$ cat src/rtl/mio_bus_ctrl.sv
// mio_bus_ctrl: MIO bus controller behind the multi-cycle CPU.
// Decodes RAM / GPIO / COUNTER / NULL space and runs each access with wait states.
//
// Ports:
//   clk, reset            rising-edge clock, async active-low reset
//   CPU_MIO, mem_w        bus request (held until MIO_ready) and write flag
//   addr_in, wdata_in     byte address and write data from the CPU
//   Data_in, MIO_ready    registered read data and one-cycle completion strobe
//   ram_addr, ram_din     synchronous RAM word address and write data
//   ram_we, ram_dout      RAM write pulse and read data (1-cycle latency)
//   sw_in, led_out        switch inputs and LED register
//
// Build option: define MIO_COUNTER_EN to include the free-running counter
// at 32'hF000_0004; without it that address decodes as NULL space.

module mio_bus_ctrl #(
    parameter int unsigned RAM_WAIT = 2,
    parameter int unsigned RAM_AW   = 10
) (
    input  logic              clk,
    input  logic              reset,
    input  logic              CPU_MIO,
    input  logic              mem_w,
    input  logic [31:0]       addr_in,
    input  logic [31:0]       wdata_in,
    output logic [31:0]       Data_in,
    output logic              MIO_ready,
    output logic [RAM_AW-1:0] ram_addr,
    output logic [31:0]       ram_din,
    output logic              ram_we,
    input  logic [31:0]       ram_dout,
    input  logic [15:0]       sw_in,
    output logic [15:0]       led_out
);

    typedef enum logic [1:0] {
        IDLE   = 2'd0,
        ACCESS = 2'd1,
        DONE   = 2'd2
    } state_t;

    typedef enum logic [1:0] {
        RG_RAM  = 2'd0,
        RG_GPIO = 2'd1,
        RG_CNT  = 2'd2,
        RG_NULL = 2'd3
    } region_t;

    localparam logic [3:0] RAM_WAIT_LD = 4'(RAM_WAIT);

    state_t            state_q;
    state_t            state_d;
    region_t           region_d;
    region_t           region_q;
    logic [RAM_AW-1:0] waddr_q;
    logic [31:0]       wdata_q;
    logic              we_q;
    logic              first_q;
    logic [3:0]        cnt_q;
    logic [31:0]       data_q;
    logic [15:0]       led_q;
    logic [31:0]       rd_data;
    logic [31:0]       cnt_val;
    logic              load;
    logic              exit_acc;
    logic              ready;

    // Address decode on the live request; only used when latching in IDLE.
    always_comb begin
        region_d = RG_NULL;
        unique case (1'b1)
            (addr_in[31:28] != 4'hF):   region_d = RG_RAM;
            (addr_in == 32'hF000_0000): region_d = RG_GPIO;
`ifdef MIO_COUNTER_EN
            (addr_in == 32'hF000_0004): region_d = RG_CNT;
`endif
            default:                    region_d = RG_NULL;
        endcase
    end

    always_ff @(posedge clk or negedge reset) begin
        if (!reset) begin
            state_q <= IDLE;
        end else begin
            state_q <= state_d;
        end
    end

    always_comb begin
        state_d  = state_q;
        load     = 1'b0;
        exit_acc = 1'b0;
        ready    = 1'b0;
        unique case (state_q)
            IDLE: begin
                if (CPU_MIO) begin
                    load    = 1'b1;
                    state_d = ACCESS;
                end
            end
            ACCESS: begin
                if (cnt_q == 4'd0) begin
                    exit_acc = 1'b1;
                    state_d  = DONE;
                end
            end
            DONE: begin
                ready   = 1'b1;
                state_d = IDLE;
            end
            default: begin
                state_d = IDLE;
            end
        endcase
    end

    // Request is captured once in IDLE; later input changes are ignored.
    always_ff @(posedge clk or negedge reset) begin
        if (!reset) begin
            region_q <= RG_NULL;
            waddr_q  <= '0;
            wdata_q  <= '0;
            we_q     <= 1'b0;
        end else if (load) begin
            region_q <= region_d;
            waddr_q  <= addr_in[RAM_AW+1:2];
            wdata_q  <= wdata_in;
            we_q     <= mem_w;
        end
    end

    // first_q marks the first ACCESS cycle so ram_we pulses exactly once.
    always_ff @(posedge clk or negedge reset) begin
        if (!reset) begin
            first_q <= 1'b0;
            cnt_q   <= 4'd0;
        end else begin
            first_q <= load;
            if (load) begin
                cnt_q <= (region_d == RG_RAM) ? RAM_WAIT_LD : 4'd0;
            end else if (state_q == ACCESS && cnt_q != 4'd0) begin
                cnt_q <= cnt_q - 4'd1;
            end
        end
    end

`ifdef MIO_COUNTER_EN
    logic [31:0] counter_q;
    logic        cnt_wr;

    assign cnt_wr = exit_acc && we_q && (region_q == RG_CNT);

    // A CPU write wins over the increment in the same cycle.
    always_ff @(posedge clk or negedge reset) begin
        if (!reset) begin
            counter_q <= 32'h0;
        end else if (cnt_wr) begin
            counter_q <= wdata_q;
        end else begin
            counter_q <= counter_q + 32'd1;
        end
    end

    assign cnt_val = counter_q;
`else
    assign cnt_val = 32'h0;
`endif

    always_comb begin
        rd_data = 32'h0;
        unique case (region_q)
            RG_RAM:  rd_data = ram_dout;
            RG_GPIO: rd_data = {16'h0, sw_in};
            RG_CNT:  rd_data = cnt_val;
            default: rd_data = 32'h0;
        endcase
    end

    // Data_in only moves on a completed read; writes leave it alone.
    always_ff @(posedge clk or negedge reset) begin
        if (!reset) begin
            data_q <= 32'h0;
        end else if (exit_acc && !we_q) begin
            data_q <= rd_data;
        end
    end

    always_ff @(posedge clk or negedge reset) begin
        if (!reset) begin
            led_q <= 16'h0;
        end else if (exit_acc && we_q && region_q == RG_GPIO) begin
            led_q <= wdata_q[15:0];
        end
    end

    assign Data_in   = data_q;
    assign MIO_ready = ready;
    assign ram_addr  = waddr_q;
    assign ram_din   = wdata_q;
    assign ram_we    = (state_q == ACCESS) && first_q && we_q
                       && (region_q == RG_RAM);
    assign led_out   = led_q;

endmodule
$ cat config.mk
export PLATFORM = sky130hd
export DESIGN_NAME = mio_bus_ctrl
export DESIGN_NICKNAME = d
export VERILOG_FILES = /design/src/rtl/mio_bus_ctrl.sv
export SDC_FILE = /design/constraint.sdc
export NUM_CORES = 1
export LEC_CHECK = 0
export CELL_PAD_IN_SITES_DETAIL_PLACEMENT = 0
export CELL_PAD_IN_SITES_GLOBAL_PLACEMENT = 1
export CORE_MARGIN = 2
export CORE_UTILIZATION = 29
export DETAILED_ROUTE_END_ITERATION = 8
export GPL_TIMING_DRIVEN = 0
export PLACE_DENSITY = 0.86
export SLEW_MARGIN = 20
export SYNTH_ARGS = -nofsm -noshare
export SYNTH_HDL_FRONTEND = slang
export SYNTH_SLANG_ARGS = --single-unit
$ cat constraint.sdc
create_clock -name clk -period 2.66 [get_ports clk]
set_input_delay 0.532 -clock clk [delete_from_list [all_inputs] [get_ports clk]]
set_output_delay 0.532 -clock clk [all_outputs]
set_load 0.1 [all_outputs]
Yosys cells after proc, flatten, opt, wreduce, memory -nomap -nowiden

Index checks and enable logic that the tools add are counted.

Add/sub/neg operators: 1
Eq/ne operators: 7
Mux-type cells: 13
Reduce and logical (&&, ||, !) cells: 15

Operator list:

| kind                   | count |
|---|---|
| $pmux W32 S2           | 1 |
| $eq A32 B32 Y1 const B | 1 |
| $mux W4                | 2 |
| $pmux W2 S2            | 2 |
| $logic_and A1 B1 Y1    | 7 |
| $logic_not A2 Y1       | 3 |
| $mux W2                | 3 |
| $mux W1                | 5 |
| $eq A2 B1 Y1 const B   | 2 |
| $logic_not A4 Y1       | 1 |
| $ne A2 B2 Y1 const B   | 2 |
| $ne A4 B4 Y1 const B   | 1 |
| $reduce_bool A4 Y1     | 1 |
| $sub A4 B1 Y4 const B  | 1 |
| $eq A2 B2 Y1 const B   | 1 |
| $reduce_and A2 Y1      | 1 |
| $reduce_bool A2 Y1     | 1 |
| $logic_not A1 Y1       | 1 |

Bits in registers: 100
Output and inout port bits: 92

Depth between registers and ports, before layout

Gate-level depths: netlist (run 1).

Depth after elaboration: 5
Mapped depth: 9
Depth with buffers taken out: 6

Worst setup path after synthesis (run 1)

No wires, ideal clock.

Kind: reg-to-output
From: register region_q[1]
To: output port ram_we
Data arrival time: 2.567 ns
Data required time: 2.128 ns
Slack: -0.439 ns
Cell stages (with the launch flop): 6
Path through: dfstp_2 > clkbuf_1 > nor2_1 > clkbuf_1 > nand3_1 > nor2_1

Cells in the longest elaborated chain, start to end: 2

RTL lines:

| element                | RTL line | source |
|---|---|---|
| start, declared        | 54       | `region_t region_q;` |
| start signal, assigned | 125      | `region_q <= region_d;` |
| $logic_not A2 Y1       | 201      | `&& (region_q == RG_RAM);` |
| $logic_and A1 B1 Y1    | 201      |  |
| end, declared          | 30       | `output logic ram_we,` |

No other way between the ends.

Worst setup path in the final report (run 1)

From: register state_q[0]
To: output port MIO_ready

Cells in the longest elaborated chain, start to end: 2

RTL lines:

| element                | RTL line | source |
|---|---|---|
| start, declared        | 51       | `state_t state_q;` |
| start signal, assigned | 85       | `state_q <= state_d;` |
| $eq A2 B2 Y1           | 94       | `unique case (state_q)` |
| $mux W1                | 94       |  |
| end, declared          | 27       | `output logic MIO_ready,` |

No other way between the ends.

==> results of run 1 <==
==> how the worst max path moves through the flow <==
stage / from / to / cells after the start
final: state_q[0]$_DFFE_PN0P_ / MIO_ready / 2
after global routing: region_q[0]$_DFFE_PN1P_ / ram_we / 6
after CTS: region_q[0]$_DFFE_PN1P_ / ram_we / 6
after detailed placement: region_q[1]$_DFFE_PN1P_ / ram_we / 6
after global placement: reset / ram_din[18]$_DFFE_PN0P_ / 1
after floorplan: region_q[1]$_DFFE_PN1P_ / ram_we / 5
==> cells by family (layout without fill, tap and decap cells) <==
family,after synthesis,count (layout),synth area share
mux,32,32,0.08129
xor+xnor,3,3,0.006277
fa+ha+maj,2,2,0.005976
buf+inv,28,251,0.03497
simple gates,212,212,0.2065
flops,100,100,0.5983
compound gates,35,35,0.06665
==> routing by layer <==
layer	track usage	share of wire
met4	0.05197	0.016
met2	0.2688	0.50
met5	0	0
met1	0.1799	0.40
met3	0.04441	0.077
==> metrics by stage <==
step	std cells	cell area [µm²]	hold WS [ns]	setup WS (ns)
6_report	815	6828	0.04825	0.1130
5_1_grt	815	6828	0.05299	0.02665
3_5_place_dp	800	6515	0.4188	-0.9501
2_1_floorplan	412	4189	0.2364	0.007459
4_1_cts	815	6823	0.04733	0.002987
3_3_place_gp	799	6486	0.4599	-2.672
==> synth_stat cells (3+ instances only) <==
master,number,share of area
buf_2,9,0.011
buf_6,4,0.011
clkbuf_1,10,0.0090
dfrtp_1,98,0.59
inv_1,3,0.0027
mux2_2,14,0.038
mux2i_1,16,0.038
nand2_1,183,0.16
nand3_1,4,0.0048
nor2_1,7,0.0063
nor4_1,7,0.010
o21ai_0,17,0.020
o31ai_1,4,0.0072
o31ai_2,12,0.036
==> final cells by class <==
| class | instances | area (µm²) | share of cell area |
|---|---|---|---|
| inverter | 3 | 11.26 | 0.001649 |
| multi-input combinational | 284 | 1545 | 0.2263 |
| buffer | 24 | 132.6 | 0.01942 |
| tap | 180 | 225.2 | 0.03299 |
| timing repair buffer | 208 | 2098 | 0.3073 |
| sequential | 100 | 2505 | 0.3669 |
| clock buffer | 11 | 252.7 | 0.03702 |
| clock inverter | 5 | 57.56 | 0.008430 |
==> registers in the layout, summed over array words and instances, names as in the netlist <==
| name | flops |
|---|---|
| Data_in | 32 |
| cnt_q | 4 |
| state_q | 2 |
| region_q | 2 |
| ram_addr | 10 |
| ram_din | 32 |
| first_q | 1 |
| led_out | 16 |
| we_q | 1 |
==> key figures, run 1 <==
Status
  – Status: finished, final reports clean

CTS
  – Hold_buf cts: 0
  – Clock Latency Late Sink: 0.34 ns
  – CTS tree: yes
  – Reg clk slew, reported paths: roughly 0.070 ns
  – CTS resizes: 8
  – Root Driver: clkbuf_16
  – CTS Buffer Depth: 2
  – H-tree levels: 3
  – CTS buffer count: 9
  – CTS sink count: 100
  – # Post-CTS Setup Buffers: 0

Setup path
  – Type of origin of the critical path: register
  – Worst R2R Path Depth: 7
  – WP data arrival: 2.02 ns
  – Worst Path Required: 2.13 ns
  – CP bufs+invs: 1
  – Kind of critical path: register to output port
  – CP max stage delay: around 1.2 ns
  – Crit path max fanout: 4
  – Reg2Reg Setup Slack: 0.21 ns
  – Reg2reg start: cnt_q[0]$_DFFE_PN0P_
  – RR Endpoint: led_out[8]$_DFFE_PN0P_
  – Cell breakdown of the critical path: nor2b_1 -> clkdlybuf4s50_1
  – Slowest cell on crit path: clkdlybuf4s50_1
  – CP delay by family, top: buffers and inverters
  – CP endpoint kind: output port

Detailed routing
  – Vias per cell: roughly 4.5
  – Initial DRT Pass Iterations: 4
  – ANT nets after route: 0
  – Drt drc: 0
  – Final wirelength: around 12000 µm
  – Drt wl/cell: 14.54 µm
  – Vias: 3627
  – Drt initial violations: 93

Floorplan
  – Die area: 0.01541 mm²
  – Die Y: 124.2 µm
  – Core area: 0.01399 mm²
  – DIE WIDTH: 124.2 µm
  – Starting Density: 0.2993
  – IO Pins: ~210
  – Row count: 43

Global route
  – First-pass GRT wire length: between 15000 and 20000 µm
  – Antenna violations before repair: 0
  – Total gr overflow: 0
  – GRT Util Overall: 0.1536
  – Largest net degree at the start of global routing: 74
  – Vias in the first global route: 3689

STA
  – Final clock skew: just under 0.007 ns
  – Slew Limit Fails: 0
  – Fin crit share: 0.9575
  – Final hold vios: 0
  – Max Clock Freq: approximately 390 MHz
  – Min Tclk post-route: 2.547 ns
  – Worst-Margin Slew: 1.019 ns
  – Worst slew margin: 0.3189
  – TNS Setup: 0 ns
  – Unrepaired setup endpoints after global routing: no
  – Final setup violation count: 0

Yosys
  – EDFF count, synth: 0
  – Unique cell type count in the Yosys netlist: 31
  – Synth Warn #: 0
  – Syn_area_per_cell: between 10 and 15 µm²
  – Fraction of registers with async set/reset: 1.000
  – Post-Syn Instances: 412
  – Mapped cell area: about 0.0042 mm²
  – Synthesized flop and latch total: 100
  – Register area share after synthesis: 0.5983
  – Mapped Nets: 530
  – Top_reg_cell synth: dfrtp_1

Hold path
  – Worst Hold Class: primary input to asynchronous set/reset pin

Cells and area
  – Ant diodes: 0
  – Post-Route Utilization: 0.4881
  – Most frequent cells in the layout: clkdlybuf4s50_1 (205), nand2_1 (183), dfrtp_1 (98), o21ai_0 (17), mux2i_1 (16)
  – NumNets Final: 748
  – Synth-to-Final Area Change: 63.09%
  – Share of layout cells above drive strength 1: 0.1039
  – Commonest non-fill, non-tap cell in the layout: clkdlybuf4s50_1
  – Fillers: 1341

Job
  – Max cap viols: 0

Placed design
  – HPWL Detailed: 9100 µm
  – Placer Congestion: 0.7091
  – Port buffer count: 207
Power of run 1 is not shown: default switching activity piles up to over one toggle a cycle in this logic, so the estimate is an artifact.
==> inputs of run 2 (changes only) <==
CAP_MARGIN = 25   (was unset)
CORE_ASPECT_RATIO = 1.4   (was unset)
==> run 2 against run 1 <==
Via count is 1.5% higher; critical endpoint unchanged; critical path type unchanged; fmax decreased by 1.7%; global-route usage up 0.96 points; wire length rose by 4.6%; clock skew grew 0.00077 ns; setup slack got worse by 0.045 ns; sequential share of layout area is 0.054 points lower; first-iteration DRC count grew 16%; sequential cell count stayed put; largest cell class unchanged; clock-buffer cell count shrank 2; hold slack improved by 0.078 ns; core utilization decreased by 1.0 points.
==> key figures, run 2 (synthesized netlist as in run 1, its figures left out) <==
Status
  – Status: finished, final reports clean

CTS
  – CTS sink count: 100
  – CTS tree: yes
  – CTS Buffer Depth: 2
  – H-tree levels: 3
  – Clock Latency Late Sink: approximately 0.34 ns
  – Root Driver: clkbuf_16
  – Reg clk slew, reported paths: 0.07 ns
  – CTS buffer count: 9

Floorplan
  – IO Pins: 208
  – Core area: 0.01431 mm²
  – Die area: 0.01543 mm²
  – Row count: 52
  – Die Y: 146.2 µm
  – DIE WIDTH: roughly 110 µm
  – Starting Density: 0.2925

Setup path
  – Worst Path Required: 2.13 ns
  – CP endpoint kind: output port
  – Crit path max fanout: 4
  – Reg2reg start: cnt_q[0]$_DFFE_PN0P_
  – WP data arrival: 2.06 ns
  – Worst R2R Path Depth: 7
  – Type of origin of the critical path: register
  – Reg2Reg Setup Slack: 0.26 ns
  – RR Endpoint: led_out[8]$_DFFE_PN0P_
  – Kind of critical path: register to output port

STA
  – Worst-Margin Slew: 1.039 ns
  – Final hold vios: 0
  – Slew Limit Fails: 0
  – Worst slew margin: 0.3052
  – TNS Setup: 0 ns
  – Min Tclk post-route: 2.592 ns
  – Fin crit share: 0.9743
  – Max Clock Freq: around 390 MHz
  – Final setup violation count: 0
  – Unrepaired setup endpoints after global routing: no
  – Final worst slack: 0.06827 ns
  – Final clock skew: between 0.007 and 0.008 ns

Job
  – Max cap viols: 0

Detailed routing
  – Initial DRT Pass Iterations: 4
  – Drt initial violations: 108
  – Final wirelength: 12390 µm
  – Vias per cell: 4.467
  – Vias: about 3700
  – Drt wl/cell: 15.04 µm
  – Drt drc: 0
  – ANT nets after route: 0

Cells and area
  – Ant diodes: 0
  – Final instance area: approximately 0.0068 mm²
  – Post-Route Utilization: 0.4777
  – Synth-to-Final Area Change: 63.33%
  – Commonest non-fill, non-tap cell in the layout: clkdlybuf4s50_1
  – NumNets Final: 748
  – Most frequent cells in the layout: clkdlybuf4s50_1 (205), nand2_1 (183), dfrtp_1 (98), o21ai_0 (17), mux2i_1 (16)
  – Share of layout cells above drive strength 1: 0.1039

Global route
  – Vias in the first global route: 3921
  – Largest net degree at the start of global routing: 53
  – Antenna violations before repair: 0
  – GRT Util Overall: 0.1632
  – First-pass GRT wire length: 19880 µm
  – Total gr overflow: 0

Placed design
  – Port buffer count: 207
  – HPWL Detailed: 9526 µm
  – DP Worst Slack: -0.8453 ns
  – Placer Congestion: ~0.76
  – Cell Area, Placed: 0.006526 mm²

Hold path
  – Worst Hold Class: primary input to asynchronous set/reset pin
==> run 2: cell count changes in the layout (fill, tap and decap cells not counted) <==
| cell | change |
|---|---|
| clkinv_4 | +1 |
| clkbuf_8 | -2 |
| clkinv_2 | -1 |
| inv_8 | +2 |
==> run 2: how the worst max path moves through the flow <==
stage,startpoint,to,slack [ns],depth (start not counted)
final,state_q[0]$_DFFE_PN0P_,MIO_ready,0.07,2
after global routing,state_q[1]$_DFFE_PN0P_,MIO_ready,0.02,2
after CTS,state_q[0]$_DFFE_PN0P_,MIO_ready,0.06,2
after detailed placement,region_q[1]$_DFFE_PN1P_,ram_we,-0.85,6
after global placement,reset,ram_din[13]$_DFFE_PN0P_,-2.64,1
after floorplan,region_q[1]$_DFFE_PN1P_,ram_we,0.007,5
==> run 2: what timing repair did <==
action,in CTS,in global routing
buffers inserted,0,0
hold buffers,0,0
endpoints found under the setup margin,1,1
endpoints found under the hold margin,0,0
gates resized for setup,8,1
==> run 2: cell type report <==
type	count	area, µm²
multi-input combinational	284	1545
clock buffer	9	225.2
sequential	100	2505
tap	189	236.5
timing repair buffer	208	2098
fill	1359	7476
buffer	24	132.6
clock inverter	7	83.83
inverter	3	11.26
==> run 2: critical path, cell delays in order, from the launching register on <==
cell and delay, ns:
dfrtp_1 0.40, nor2b_1 0.12, clkdlybuf4s50_1 1.19
==> run 2: metrics by stage <==
step | hold slack, ns | std cells
after floorplan | 0.2364 | 412
after global placement | 0.4589 | 808
after detailed placement | 0.4616 | 809
after CTS | 0.1428 | 824
after global routing | 0.1541 | 824
final | 0.1262 | 824
==> run 2: routing by layer <==
layer  share of wire  up-vias  global-route usage
met2            0.51      142              0.2923
li1                -     1781                   -
met4           0.013        0             0.04737
met1            0.40     1748              0.1868
met3           0.075       10             0.04911
met5               0        -                   0
Power of run 2 is left out for the same reason.
